**src/rtl/cache_miss_fsm_pkg.sv**
```systemverilog
// Shared encodings for the cache miss controller: FSM state codes and RAM address-select codes.
package cache_miss_fsm_pkg;

    typedef enum logic [2:0] {
        ST_NORMAL  = 3'd0,
        ST_IC_FILL = 3'd1,
        ST_DC_FILL = 3'd2,
        ST_DC_WB   = 3'd3
    } state_e;

    localparam logic [1:0] RAM_SEL_IC    = 2'b00;
    localparam logic [1:0] RAM_SEL_DC    = 2'b01;
    localparam logic [1:0] RAM_SEL_DC_WB = 2'b11;

endpackage

```
**src/rtl/cache_miss_fsm_if.sv**
```systemverilog
// CPU, I/D-cache and RAM-port signals of the miss controller.
// master = controller side, slave = caches/CPU/RAM side.
interface cache_miss_fsm_if #(
    parameter int WORDS_PER_LINE = 8
);
    localparam int CNT_W = $clog2(WORDS_PER_LINE);

    logic             ic_read;
    logic             dc_read;
    logic             dc_write_in;
    logic [CNT_W-1:0] ic_word_sel_in;
    logic [CNT_W-1:0] dc_word_sel_in;
    logic [3:0]       dc_byte_w_en_in;
    logic             ic_hit;
    logic             ic_valid;
    logic             dc_hit;
    logic             dc_valid;
    logic             dc_dirty;
    logic             ram_ack;

    logic             ic_enable;
    logic             ic_cmp;
    logic             ic_write;
    logic             ic_valid_out;
    logic [CNT_W-1:0] ic_word_sel;
    logic [3:0]       ic_byte_w_en;
    logic             ic_fill_src;
    logic             dc_enable;
    logic             dc_cmp;
    logic             dc_write;
    logic             dc_valid_out;
    logic [CNT_W-1:0] dc_word_sel;
    logic [3:0]       dc_byte_w_en;
    logic             ram_req;
    logic             ram_write;
    logic [1:0]       ram_addr_sel;
    logic             stall;

    modport master (
        input  ic_read, dc_read, dc_write_in, ic_word_sel_in, dc_word_sel_in,
               dc_byte_w_en_in, ic_hit, ic_valid, dc_hit, dc_valid, dc_dirty, ram_ack,
        output ic_enable, ic_cmp, ic_write, ic_valid_out, ic_word_sel, ic_byte_w_en,
               ic_fill_src, dc_enable, dc_cmp, dc_write, dc_valid_out, dc_word_sel,
               dc_byte_w_en, ram_req, ram_write, ram_addr_sel, stall
    );

    modport slave (
        output ic_read, dc_read, dc_write_in, ic_word_sel_in, dc_word_sel_in,
               dc_byte_w_en_in, ic_hit, ic_valid, dc_hit, dc_valid, dc_dirty, ram_ack,
        input  ic_enable, ic_cmp, ic_write, ic_valid_out, ic_word_sel, ic_byte_w_en,
               ic_fill_src, dc_enable, dc_cmp, dc_write, dc_valid_out, dc_word_sel,
               dc_byte_w_en, ram_req, ram_write, ram_addr_sel, stall
    );

endinterface

```
**src/rtl/cache_miss_fsm_line_beat_counter.sv**
```systemverilog
// Word counter for one cache-line transfer; clear has priority over increment.
module line_beat_counter #(
    parameter int CNT_W = 3
) (
    input  logic             clk,
    input  logic             rst_n,
    input  logic             clr,
    input  logic             inc,
    output logic [CNT_W-1:0] cnt,
    output logic             last
);

    logic [CNT_W-1:0] cnt_q;
    logic [CNT_W-1:0] cnt_d;

    always_comb begin
        cnt_d = cnt_q;
        if (clr) begin
            cnt_d = '0;
        end else if (inc) begin
            cnt_d = cnt_q + 1'b1;
        end
    end

    always_ff @(posedge clk or negedge rst_n) begin
        if (!rst_n) begin
            cnt_q <= '0;
        end else begin
            cnt_q <= cnt_d;
        end
    end

    assign cnt  = cnt_q;
    // Line length is a power of two, so the last word is the all-ones index.
    assign last = &cnt_q;

endmodule

```
**src/rtl/cache_miss_fsm.sv**
```systemverilog
// I/D-cache miss controller: write-back, D-cache fill and I-cache fill over a req/ack RAM port,
// stalling the pipeline while a miss is in service.
module cache_miss_fsm
    import cache_miss_fsm_pkg::*;
#(
    parameter int WORDS_PER_LINE = 8
) (
    input  logic              clk,
    input  logic              rst_n,
    cache_miss_fsm_if.master  bus,
    output logic [2:0]        state
);

    localparam int CNT_W = $clog2(WORDS_PER_LINE);

    state_e           state_q;
    state_e           state_d;
    logic             pend_ic_q;
    logic             pend_ic_d;
    logic             cnt_clr;
    logic             cnt_inc;
    logic [CNT_W-1:0] cnt;
    logic             cnt_last;
    logic             icm;
    logic             dcm;
    logic             ic_beat;

    line_beat_counter #(.CNT_W(CNT_W)) u_cnt (
        .clk   (clk),
        .rst_n (rst_n),
        .clr   (cnt_clr),
        .inc   (cnt_inc),
        .cnt   (cnt),
        .last  (cnt_last)
    );

    assign icm = bus.ic_read & ~(bus.ic_hit & bus.ic_valid);
    assign dcm = (bus.dc_read | bus.dc_write_in) & ~(bus.dc_hit & bus.dc_valid);

    always_comb begin
        bus.ic_enable    = 1'b0;
        bus.ic_cmp       = 1'b0;
        bus.ic_write     = 1'b0;
        bus.ic_valid_out = 1'b0;
        bus.ic_word_sel  = '0;
        bus.ic_byte_w_en = 4'h0;
        bus.ic_fill_src  = 1'b0;
        bus.dc_enable    = 1'b0;
        bus.dc_cmp       = 1'b0;
        bus.dc_write     = 1'b0;
        bus.dc_valid_out = 1'b0;
        bus.dc_word_sel  = '0;
        bus.dc_byte_w_en = 4'h0;
        bus.ram_req      = 1'b0;
        bus.ram_write    = 1'b0;
        bus.ram_addr_sel = RAM_SEL_IC;
        bus.stall        = 1'b1;
        state_d          = state_q;
        pend_ic_d        = pend_ic_q;
        cnt_clr          = 1'b0;
        cnt_inc          = 1'b0;
        ic_beat          = 1'b0;

        case (state_q)
            ST_DC_WB: begin
                bus.dc_enable    = 1'b1;
                bus.dc_word_sel  = cnt;
                bus.ram_req      = 1'b1;
                bus.ram_write    = 1'b1;
                bus.ram_addr_sel = RAM_SEL_DC_WB;
                cnt_inc          = bus.ram_ack;
                if (bus.ram_ack && cnt_last) begin
                    state_d = ST_DC_FILL;
                    cnt_clr = 1'b1;
                end
            end

            ST_DC_FILL: begin
                bus.dc_enable    = 1'b1;
                bus.dc_valid_out = 1'b1;
                bus.dc_byte_w_en = 4'hF;
                bus.dc_word_sel  = cnt;
                bus.dc_write     = bus.ram_ack;
                bus.ram_req      = 1'b1;
                bus.ram_addr_sel = RAM_SEL_DC;
                cnt_inc          = bus.ram_ack;
                if (bus.ram_ack && cnt_last) begin
                    state_d   = pend_ic_q ? ST_IC_FILL : ST_NORMAL;
                    pend_ic_d = 1'b0;
                    cnt_clr   = 1'b1;
                end
            end

            ST_IC_FILL: begin
                bus.ic_enable    = 1'b1;
                bus.ic_valid_out = 1'b1;
                bus.ic_byte_w_en = 4'hF;
                bus.ic_word_sel  = cnt;
                bus.dc_enable    = 1'b1;
                bus.dc_cmp       = 1'b1;
                bus.dc_word_sel  = cnt;
                // A D-cache hit on the fetched line supplies the word without touching RAM.
                if (bus.dc_hit && bus.dc_valid) begin
                    bus.ic_fill_src = 1'b1;
                    ic_beat         = 1'b1;
                end else begin
                    bus.ram_req      = 1'b1;
                    bus.ram_addr_sel = RAM_SEL_IC;
                    ic_beat          = bus.ram_ack;
                end
                bus.ic_write = ic_beat;
                cnt_inc      = ic_beat;
                if (ic_beat && cnt_last) begin
                    state_d = ST_NORMAL;
                    cnt_clr = 1'b1;
                end
            end

            default: begin
                bus.ic_enable    = bus.ic_read;
                bus.ic_cmp       = 1'b1;
                bus.ic_word_sel  = bus.ic_word_sel_in;
                bus.dc_enable    = bus.dc_read | bus.dc_write_in;
                bus.dc_cmp       = 1'b1;
                bus.dc_write     = bus.dc_write_in;
                bus.dc_word_sel  = bus.dc_word_sel_in;
                bus.dc_byte_w_en = bus.dc_byte_w_en_in;
                bus.stall        = icm | dcm;
                cnt_clr          = 1'b1;
                pend_ic_d        = icm & dcm;
                if (state_q != ST_NORMAL) begin
                    state_d   = ST_NORMAL;
                    pend_ic_d = 1'b0;
                end else if (dcm && bus.dc_dirty) begin
                    state_d = ST_DC_WB;
                end else if (dcm) begin
                    state_d = ST_DC_FILL;
                end else if (icm) begin
                    state_d = ST_IC_FILL;
                end
            end
        endcase
    end

    always_ff @(posedge clk or negedge rst_n) begin
        if (!rst_n) begin
            state_q   <= ST_NORMAL;
            pend_ic_q <= 1'b0;
        end else begin
            state_q   <= state_d;
            pend_ic_q <= pend_ic_d;
        end
    end

    assign state = state_q;

endmodule

```
**src/flat_wrapper.sv**
```systemverilog
// flat-port wrapper written by rule: the top's interface ports become plain ports
module cache_miss_fsm_flat import cache_miss_fsm_pkg::*;
#(
    parameter int WORDS_PER_LINE = 8
)
  (clk, rst_n, state, bus_ic_read, bus_dc_read, bus_dc_write_in, bus_ic_word_sel_in, bus_dc_word_sel_in, bus_dc_byte_w_en_in, bus_ic_hit, bus_ic_valid, bus_dc_hit, bus_dc_valid, bus_dc_dirty, bus_ram_ack, bus_ic_enable, bus_ic_cmp, bus_ic_write, bus_ic_valid_out, bus_ic_word_sel, bus_ic_byte_w_en, bus_ic_fill_src, bus_dc_enable, bus_dc_cmp, bus_dc_write, bus_dc_valid_out, bus_dc_word_sel, bus_dc_byte_w_en, bus_ram_req, bus_ram_write, bus_ram_addr_sel, bus_stall);
  cache_miss_fsm_if #(.WORDS_PER_LINE(WORDS_PER_LINE)) bus_i ();
  input  logic clk;
  input  logic rst_n;
  output logic [2:0] state;
  input wire logic [$bits(bus_i.ic_read)-1:0] bus_ic_read;
  input wire logic [$bits(bus_i.dc_read)-1:0] bus_dc_read;
  input wire logic [$bits(bus_i.dc_write_in)-1:0] bus_dc_write_in;
  input wire logic [$bits(bus_i.ic_word_sel_in)-1:0] bus_ic_word_sel_in;
  input wire logic [$bits(bus_i.dc_word_sel_in)-1:0] bus_dc_word_sel_in;
  input wire logic [$bits(bus_i.dc_byte_w_en_in)-1:0] bus_dc_byte_w_en_in;
  input wire logic [$bits(bus_i.ic_hit)-1:0] bus_ic_hit;
  input wire logic [$bits(bus_i.ic_valid)-1:0] bus_ic_valid;
  input wire logic [$bits(bus_i.dc_hit)-1:0] bus_dc_hit;
  input wire logic [$bits(bus_i.dc_valid)-1:0] bus_dc_valid;
  input wire logic [$bits(bus_i.dc_dirty)-1:0] bus_dc_dirty;
  input wire logic [$bits(bus_i.ram_ack)-1:0] bus_ram_ack;
  output wire logic [$bits(bus_i.ic_enable)-1:0] bus_ic_enable;
  output wire logic [$bits(bus_i.ic_cmp)-1:0] bus_ic_cmp;
  output wire logic [$bits(bus_i.ic_write)-1:0] bus_ic_write;
  output wire logic [$bits(bus_i.ic_valid_out)-1:0] bus_ic_valid_out;
  output wire logic [$bits(bus_i.ic_word_sel)-1:0] bus_ic_word_sel;
  output wire logic [$bits(bus_i.ic_byte_w_en)-1:0] bus_ic_byte_w_en;
  output wire logic [$bits(bus_i.ic_fill_src)-1:0] bus_ic_fill_src;
  output wire logic [$bits(bus_i.dc_enable)-1:0] bus_dc_enable;
  output wire logic [$bits(bus_i.dc_cmp)-1:0] bus_dc_cmp;
  output wire logic [$bits(bus_i.dc_write)-1:0] bus_dc_write;
  output wire logic [$bits(bus_i.dc_valid_out)-1:0] bus_dc_valid_out;
  output wire logic [$bits(bus_i.dc_word_sel)-1:0] bus_dc_word_sel;
  output wire logic [$bits(bus_i.dc_byte_w_en)-1:0] bus_dc_byte_w_en;
  output wire logic [$bits(bus_i.ram_req)-1:0] bus_ram_req;
  output wire logic [$bits(bus_i.ram_write)-1:0] bus_ram_write;
  output wire logic [$bits(bus_i.ram_addr_sel)-1:0] bus_ram_addr_sel;
  output wire logic [$bits(bus_i.stall)-1:0] bus_stall;
  assign bus_i.ic_read = bus_ic_read;
  assign bus_i.dc_read = bus_dc_read;
  assign bus_i.dc_write_in = bus_dc_write_in;
  assign bus_i.ic_word_sel_in = bus_ic_word_sel_in;
  assign bus_i.dc_word_sel_in = bus_dc_word_sel_in;
  assign bus_i.dc_byte_w_en_in = bus_dc_byte_w_en_in;
  assign bus_i.ic_hit = bus_ic_hit;
  assign bus_i.ic_valid = bus_ic_valid;
  assign bus_i.dc_hit = bus_dc_hit;
  assign bus_i.dc_valid = bus_dc_valid;
  assign bus_i.dc_dirty = bus_dc_dirty;
  assign bus_i.ram_ack = bus_ram_ack;
  assign bus_ic_enable = bus_i.ic_enable;
  assign bus_ic_cmp = bus_i.ic_cmp;
  assign bus_ic_write = bus_i.ic_write;
  assign bus_ic_valid_out = bus_i.ic_valid_out;
  assign bus_ic_word_sel = bus_i.ic_word_sel;
  assign bus_ic_byte_w_en = bus_i.ic_byte_w_en;
  assign bus_ic_fill_src = bus_i.ic_fill_src;
  assign bus_dc_enable = bus_i.dc_enable;
  assign bus_dc_cmp = bus_i.dc_cmp;
  assign bus_dc_write = bus_i.dc_write;
  assign bus_dc_valid_out = bus_i.dc_valid_out;
  assign bus_dc_word_sel = bus_i.dc_word_sel;
  assign bus_dc_byte_w_en = bus_i.dc_byte_w_en;
  assign bus_ram_req = bus_i.ram_req;
  assign bus_ram_write = bus_i.ram_write;
  assign bus_ram_addr_sel = bus_i.ram_addr_sel;
  assign bus_stall = bus_i.stall;
  cache_miss_fsm #(.WORDS_PER_LINE(WORDS_PER_LINE)) u_core (.clk(clk), .rst_n(rst_n), .bus(bus_i), .state(state));
endmodule
```
**config.mk**
```make
export PLATFORM = sky130hd
export DESIGN_NAME = cache_miss_fsm_flat
export DESIGN_NICKNAME = d
export VERILOG_FILES = /design/src/rtl/cache_miss_fsm_pkg.sv /design/src/rtl/cache_miss_fsm_if.sv /design/src/rtl/cache_miss_fsm_line_beat_counter.sv /design/src/rtl/cache_miss_fsm.sv /design/src/flat_wrapper.sv
export SDC_FILE = /design/constraint.sdc
export NUM_CORES = 1
export LEC_CHECK = 0
export CORE_MARGIN = 4
export CORE_UTILIZATION = 34
export CTS_CLUSTER_SIZE = 28
export DETAILED_ROUTE_END_ITERATION = 10
export PLACE_DENSITY_LB_ADDON = 0.1
export SETUP_SLACK_MARGIN = 0.1
export SYNTH_ARGS = -nofsm -noshare
export SYNTH_HDL_FRONTEND = slang
export SYNTH_SLANG_ARGS = --single-unit
```
**constraint.sdc**
```tcl
create_clock -name clk -period 2.4 [get_ports clk]
set_input_delay 0.48 -clock clk [delete_from_list [all_inputs] [get_ports clk]]
set_output_delay 0.48 -clock clk [all_outputs]
set_load 0.03 [all_outputs]
```
Word-level counts from Yosys, hierarchy flattened
Index checks and enable logic that the tools add are counted.
Cells by class
  add/sub/neg operators: 1
  equal/unequal tests: 6
  muxes and demuxes: 39
  bitwise operators: 10
  reduce and logical (&&, ||, !) cells: 13
Operators with widths (number)
  3-bit two-way mux: 10
  1-bit two-way mux: 18
  1-bit one-hot mux with 2 select lines: 6
  3-bit one-hot mux with 3 select lines: 1
  4-bit one-hot mux with 2 select lines: 1
  7-bit nonzero test: 1
  3-bit by 2-bit == test with 1-bit output (second input constant): 2
  2-bit by 1-bit inequality test with 1-bit output (second input constant): 3
  3-bit one-hot mux with 2 select lines: 1
  1-bit bitwise AND: 5
  1-bit logical AND: 4
  4-bit two-way mux: 1
  2-bit one-hot mux with 2 select lines: 1
  4-bit AND reduction: 1
  2-bit OR reduction: 2
  3-bit by 1-bit adder with 3-bit output (second input constant): 1
  3-bit by 1-bit == test with 1-bit output (second input constant): 1
  1-bit NOT: 3
  3-bit AND reduction: 1
  3-bit nonzero test: 1
  3-bit OR reduction: 1
  1-bit OR: 2
  2-bit AND reduction: 1
  2-bit nonzero test: 1
Storage, ports and cells
  bits in registers: 7
  bits of input ports: 21
  output and inout bits: 31
  logic and storage cells: 72

Longest topological paths before layout
  depth in word-level cells: 8
  mapped depth: 6
  gate-level depth less buffers: 6

By module
A second synthesis with hierarchy kept.
Unflattened totals
  cell total of the unflattened synthesis: 78
  area, all modules: 639.4 um^2
By module, submodules not included
  cache_miss_fsm: times used 1, cells an instance 67, area each 499.2 um^2, seq. area each 75.1 um^2
  line_beat_counter: times used 1, cells an instance 11, area each 140.1 um^2, seq. area each 75.1 um^2

Worst setup path after synthesis
OpenSTA, ideal clock, no wires.
  kind: flip-flop to output port
  start: register u_core.state_q[1] (netlist: u_core.state[1])
  end: output bus_ic_byte_w_en[0]
  arrival: 1546 ps
  data required time: 1920 ps
  setup slack: 374 ps
  cell stages (with the launch flop): 6
  path buffers: 2
  cells stage by stage: dfrtp_1 -> buf_6 -> inv_1 -> nand2_1 -> inv_1 -> buf_4
On the way
  longest elaborated chain between the ends: 2
RTL lines
  start, declared: RTL line cache_miss_fsm.sv:16  | state_e state_q;
  start signal, assigned: RTL line cache_miss_fsm.sv:150  | state_q <= state_d;
  3-bit by 1-bit == test with 1-bit output: RTL line cache_miss_fsm.sv:64  | case (state_q)
  4-bit two-way mux: RTL line cache_miss_fsm.sv:64
  end, declared: RTL line flat_wrapper.sv:28  | output wire logic [$bits(bus_i.ic_byte_w_en)-1:0] bus_ic_byte_w_en;
Every way passes these cells.

Worst setup path in the final report
  start: input bus_dc_valid
  end: output bus_ram_req
On the way
  longest elaborated chain between the ends: 3
RTL lines
  start, declared: RTL line flat_wrapper.sv:20  | input wire logic [$bits(bus_i.dc_valid)-1:0] bus_dc_valid;
  1-bit logical AND: RTL line cache_miss_fsm.sv:103  | if (bus.dc_hit && bus.dc_valid) begin
  1-bit two-way mux: RTL line cache_miss_fsm.sv:103
  1-bit one-hot mux with 2 select lines: RTL line cache_miss_fsm.sv:64
  end, declared: RTL line flat_wrapper.sv:36  | output wire logic [$bits(bus_i.ram_req)-1:0] bus_ram_req;
Every way passes these cells.

==> results.md <==
* Status: finished clean
* Antenna violations before repair at 0
* Routed length per instance at 12.1 microns
* Placeable Area at 1750 sq um
* Net Count, Synth at 102
* Number of different library cells in the post-synthesis netlist at 26
* Setup Crit Path Kind: in -> out
* CTS Sinks at 6
* FF-to-FF setup slack at between 0.8 and 0.9 ns
* Sequential area share after synthesis at 0.237
* Via count at 684
* Power per cell area at approximately 1200 nW/um^2
* # DRC at 0
* Pleak at 0.664 nW
* Dominant combinational cell family by area after synthesis: simple AND/OR/NAND/NOR gates
* Avg Vias per Cell at 4.44
* Synthesis warning total at 0
* Congestion Overflow GR at 0
* Detailed placer's ending HPWL at between 1.5 and 2 mm
* Crit-path cells: clkdlybuf4s50_1 -> nand2_1 -> nand2_1 -> nand2_1 -> clkdlybuf4s50_1
* Fraction of post-synthesis cell area in the top cell type by area at 0.237
* First-pass GRT wire length at 2.98 mm
* Cell Count Post-Placement at 151
* Total Nets Final at 154
* Clock tree root buffer cell: clkbuf_4
* Cells after Synth at 79
* Crit path launch type: primary input
* Layout cells sized above 1 at 0.163
* Horizontal extent of the die at ~50 microns
* Gp weighted congestion at 0.777
* Maximum vdd drop at ~0.73 mV
* Hold bufs inserted after CTS at 0
* Number of standard cells in the layout, taps in and fillers out at 154
* Area of the die at around 2600 sq um
* Most used cell along the critical path: nand2_1
* Chip height at ~51 microns
* Final Skew at 0.00108 ns
* Share of the synthesized area in compound gates (AO/OA/AOI/OAI) at 0.0533
* Highest metal layer used by the detailed router: met3
* Top cell types by occurrence after synthesis: nor2_1, nand2_1, buf_4, dfrtp_1, mux2i_1
* Kind of end point of the critical path: primary output
* Overall routed net length at 1.86 mm
* Pin count of the biggest net entering global routing at 11
* Flip-flop and latch count after synthesis at 6
* Ant diodes at 0
* Number of buffers added on ports at 50
* Post-synth top flop: dfrtp_1
* Detail Route Antenna Nets at 0
* Maximum fanout count along the critical path at 2
* Initial core utilization at 0.363
* Clock period minus worst slack at 2.24 ns
* Number of levels the H-tree was split into at 1
* Largest incremental delay on the critical path at approximately 0.66 ns
* Number of max-slew violations in the final report at 0
* Met3 Routed Length at 203 microns
* Worst flop-to-flop path startpoint: u_core.u_cnt.cnt[0]
* Post-Syn Area at 634 sq um
* Post-route clock period utilization at 0.933
* Number of violations of the max-capacitance limit at 0
* Post-synth EDFFs at 0
* Setup TNS Final at 0 ns
* Clk Latency, worst-skew pair at approximately 0.24 ns
* Maximum clock insertion buffer count at 2
* Share of synthesized registers carrying an async set or reset at 1.00
* Number of rows in the core area at 15
* Worst flop-to-flop path endpoint: u_core.state[0]
* Setup-failing EPs final at 0
* CP max-delay cell: clkdlybuf4s50_1
* Wire length on met2 at about 920 microns
* Cell class contributing the biggest share of worst-path delay: buffers and inverters
* Signal arrival time at the worst endpoint at 1.76 ns
* Highest attainable clock frequency at around 450 MHz
* WP buf/inv at 2
* Simple-gate area share of the yosys netlist at 0.333
* Post-Syn Area per Cell at 8.03 sq um
* Synth Area in Adders at 0.0394
* Share of cell area taken by muxes after synthesis at 0.166
* GRT Util Overall at 0.144
* Xor/xnor share of the synthesized area at 0.0276
* Top area cells in the synthesized netlist: dfrtp_1, nor2_1, mux2i_1
* Worst hold path type: in -> async
* RSZ-0062 raised after global routing: false
* Layout overhead on the synthesized area at 86.2%
* Length of routed wiring on met1 at between 700 and 800 microns
* Detailed router's first-iteration violation count at 1
* Clock transition time at the flip-flop clock pins of the worst setup and hold paths at 0.04 ns
* Required time of the critical path at 1.92 ns
* Number of buffers added by the clock tree synthesis step at 3
* Via count of the first global-routing pass at between 600 and 700
* Hold Fails Final Rpt at 0
* Finished Core Util at 0.677
* DRT Pass-1 Iters at 4
* Synth area leader: dfrtp_1
* CTS tree: built
* R2R depth at 6
* I/O pin count at 52
* Most repeated cell in the gate-level netlist after synthesis: nor2_1
[sequential cells by signal, summed over array words and instances (netlist names)]
| name | count |
|---|---|
| u_core.state | 2 |
| u_core.pend_ic_q | 1 |
| u_core.u_cnt.cnt | 3 |
[worst max-delay path by stage]
stage | start | endpoint | slack (ns) | cells past startpoint
after detailed placement | bus_ram_ack | bus_dc_write | 0.10 | 4
after floorplan | u_core.state[1] | bus_ic_byte_w_en[0] | 0.37 | 5
after global routing | bus_dc_valid | bus_ram_req | 0.10 | 5
after global placement | bus_ram_ack | bus_dc_write | 0.13 | 4
after CTS | u_core.state[1] | bus_dc_word_sel[2] | 0.10 | 3
final | bus_dc_valid | bus_ram_req | 0.16 | 5
[repair_timing]
item	in CTS	in global routing
pin swaps	0	0
gates resized for setup	10	11
buffers inserted	0	0
setup endpoints to repair	21	11
[per-stage QoR]
stage | power (mW) | instance area, sq um | hold slack, ns | worst slack [ns]
6_report | 1.40 | 1180 | 0.482 | 0.161
5_1_grt | 1.50 | 1180 | 0.494 | 0.101
4_1_cts | 1.43 | 1150 | 0.480 | 0.103
3_5_place_dp | 1.36 | 1140 | 0.494 | 0.104
3_3_place_gp | 1.35 | 1140 | 0.481 | 0.129
2_1_floorplan | 0.932 | 634 | 0.184 | 0.374
[cell usage in the layout (no fill, tap or decap), types with 2 or more instances in the layout]
cell type	netlist	layout
inv_1	2	2
nor2_1	22	22
dfrtp_1	6	5
clkdlybuf4s50_1	0	28
nand2_1	10	10
mux2_2	4	4
ha_1	2	2
mux2i_1	6	6
a21oi_1	2	2
clkbuf_4	0	3
buf_4	6	10
dlygate4sd2_1	0	9
dlymetal6s2s_1	0	11
[per-layer routing]
| layer | vias up | GRT usage |
|---|---|---|
| met5 | - | 0 |
| met4 | 0 | 0.0404 |
| li1 | 352 | - |
| met3 | 0 | 0.0350 |
| met2 | 30 | 0.262 |
| met1 | 302 | 0.163 |
[cell families (layout without fill, tap and decap cells)]
kind of cell,Yosys count,in the layout
fa+ha+maj,2,2
simple gates,40,40
compound gates,5,5
xor+xnor,2,2
mux,10,10
buf+inv,13,63
other cells,1,1
flops,6,6
[cell type report]
class | count | area, sq um
Timing Repair Buffer | 58 | 572
Fill cell | 164 | 564
Multi-Input combinational cell | 60 | 397
Sequential cell | 6 | 151
Tap cell | 25 | 31.3
Clock buffer | 3 | 22.5
Inverter | 2 | 7.51
[power breakdown]
part	switching (mW)	internal (mW)	total [mW]
logic	0.609	0.485	1.09
clock network	0.0325	0.0563	0.0888
registers	0.0751	0.144	0.219
total	0.717	0.686	1.40
(Power assumes the default switching activity.)
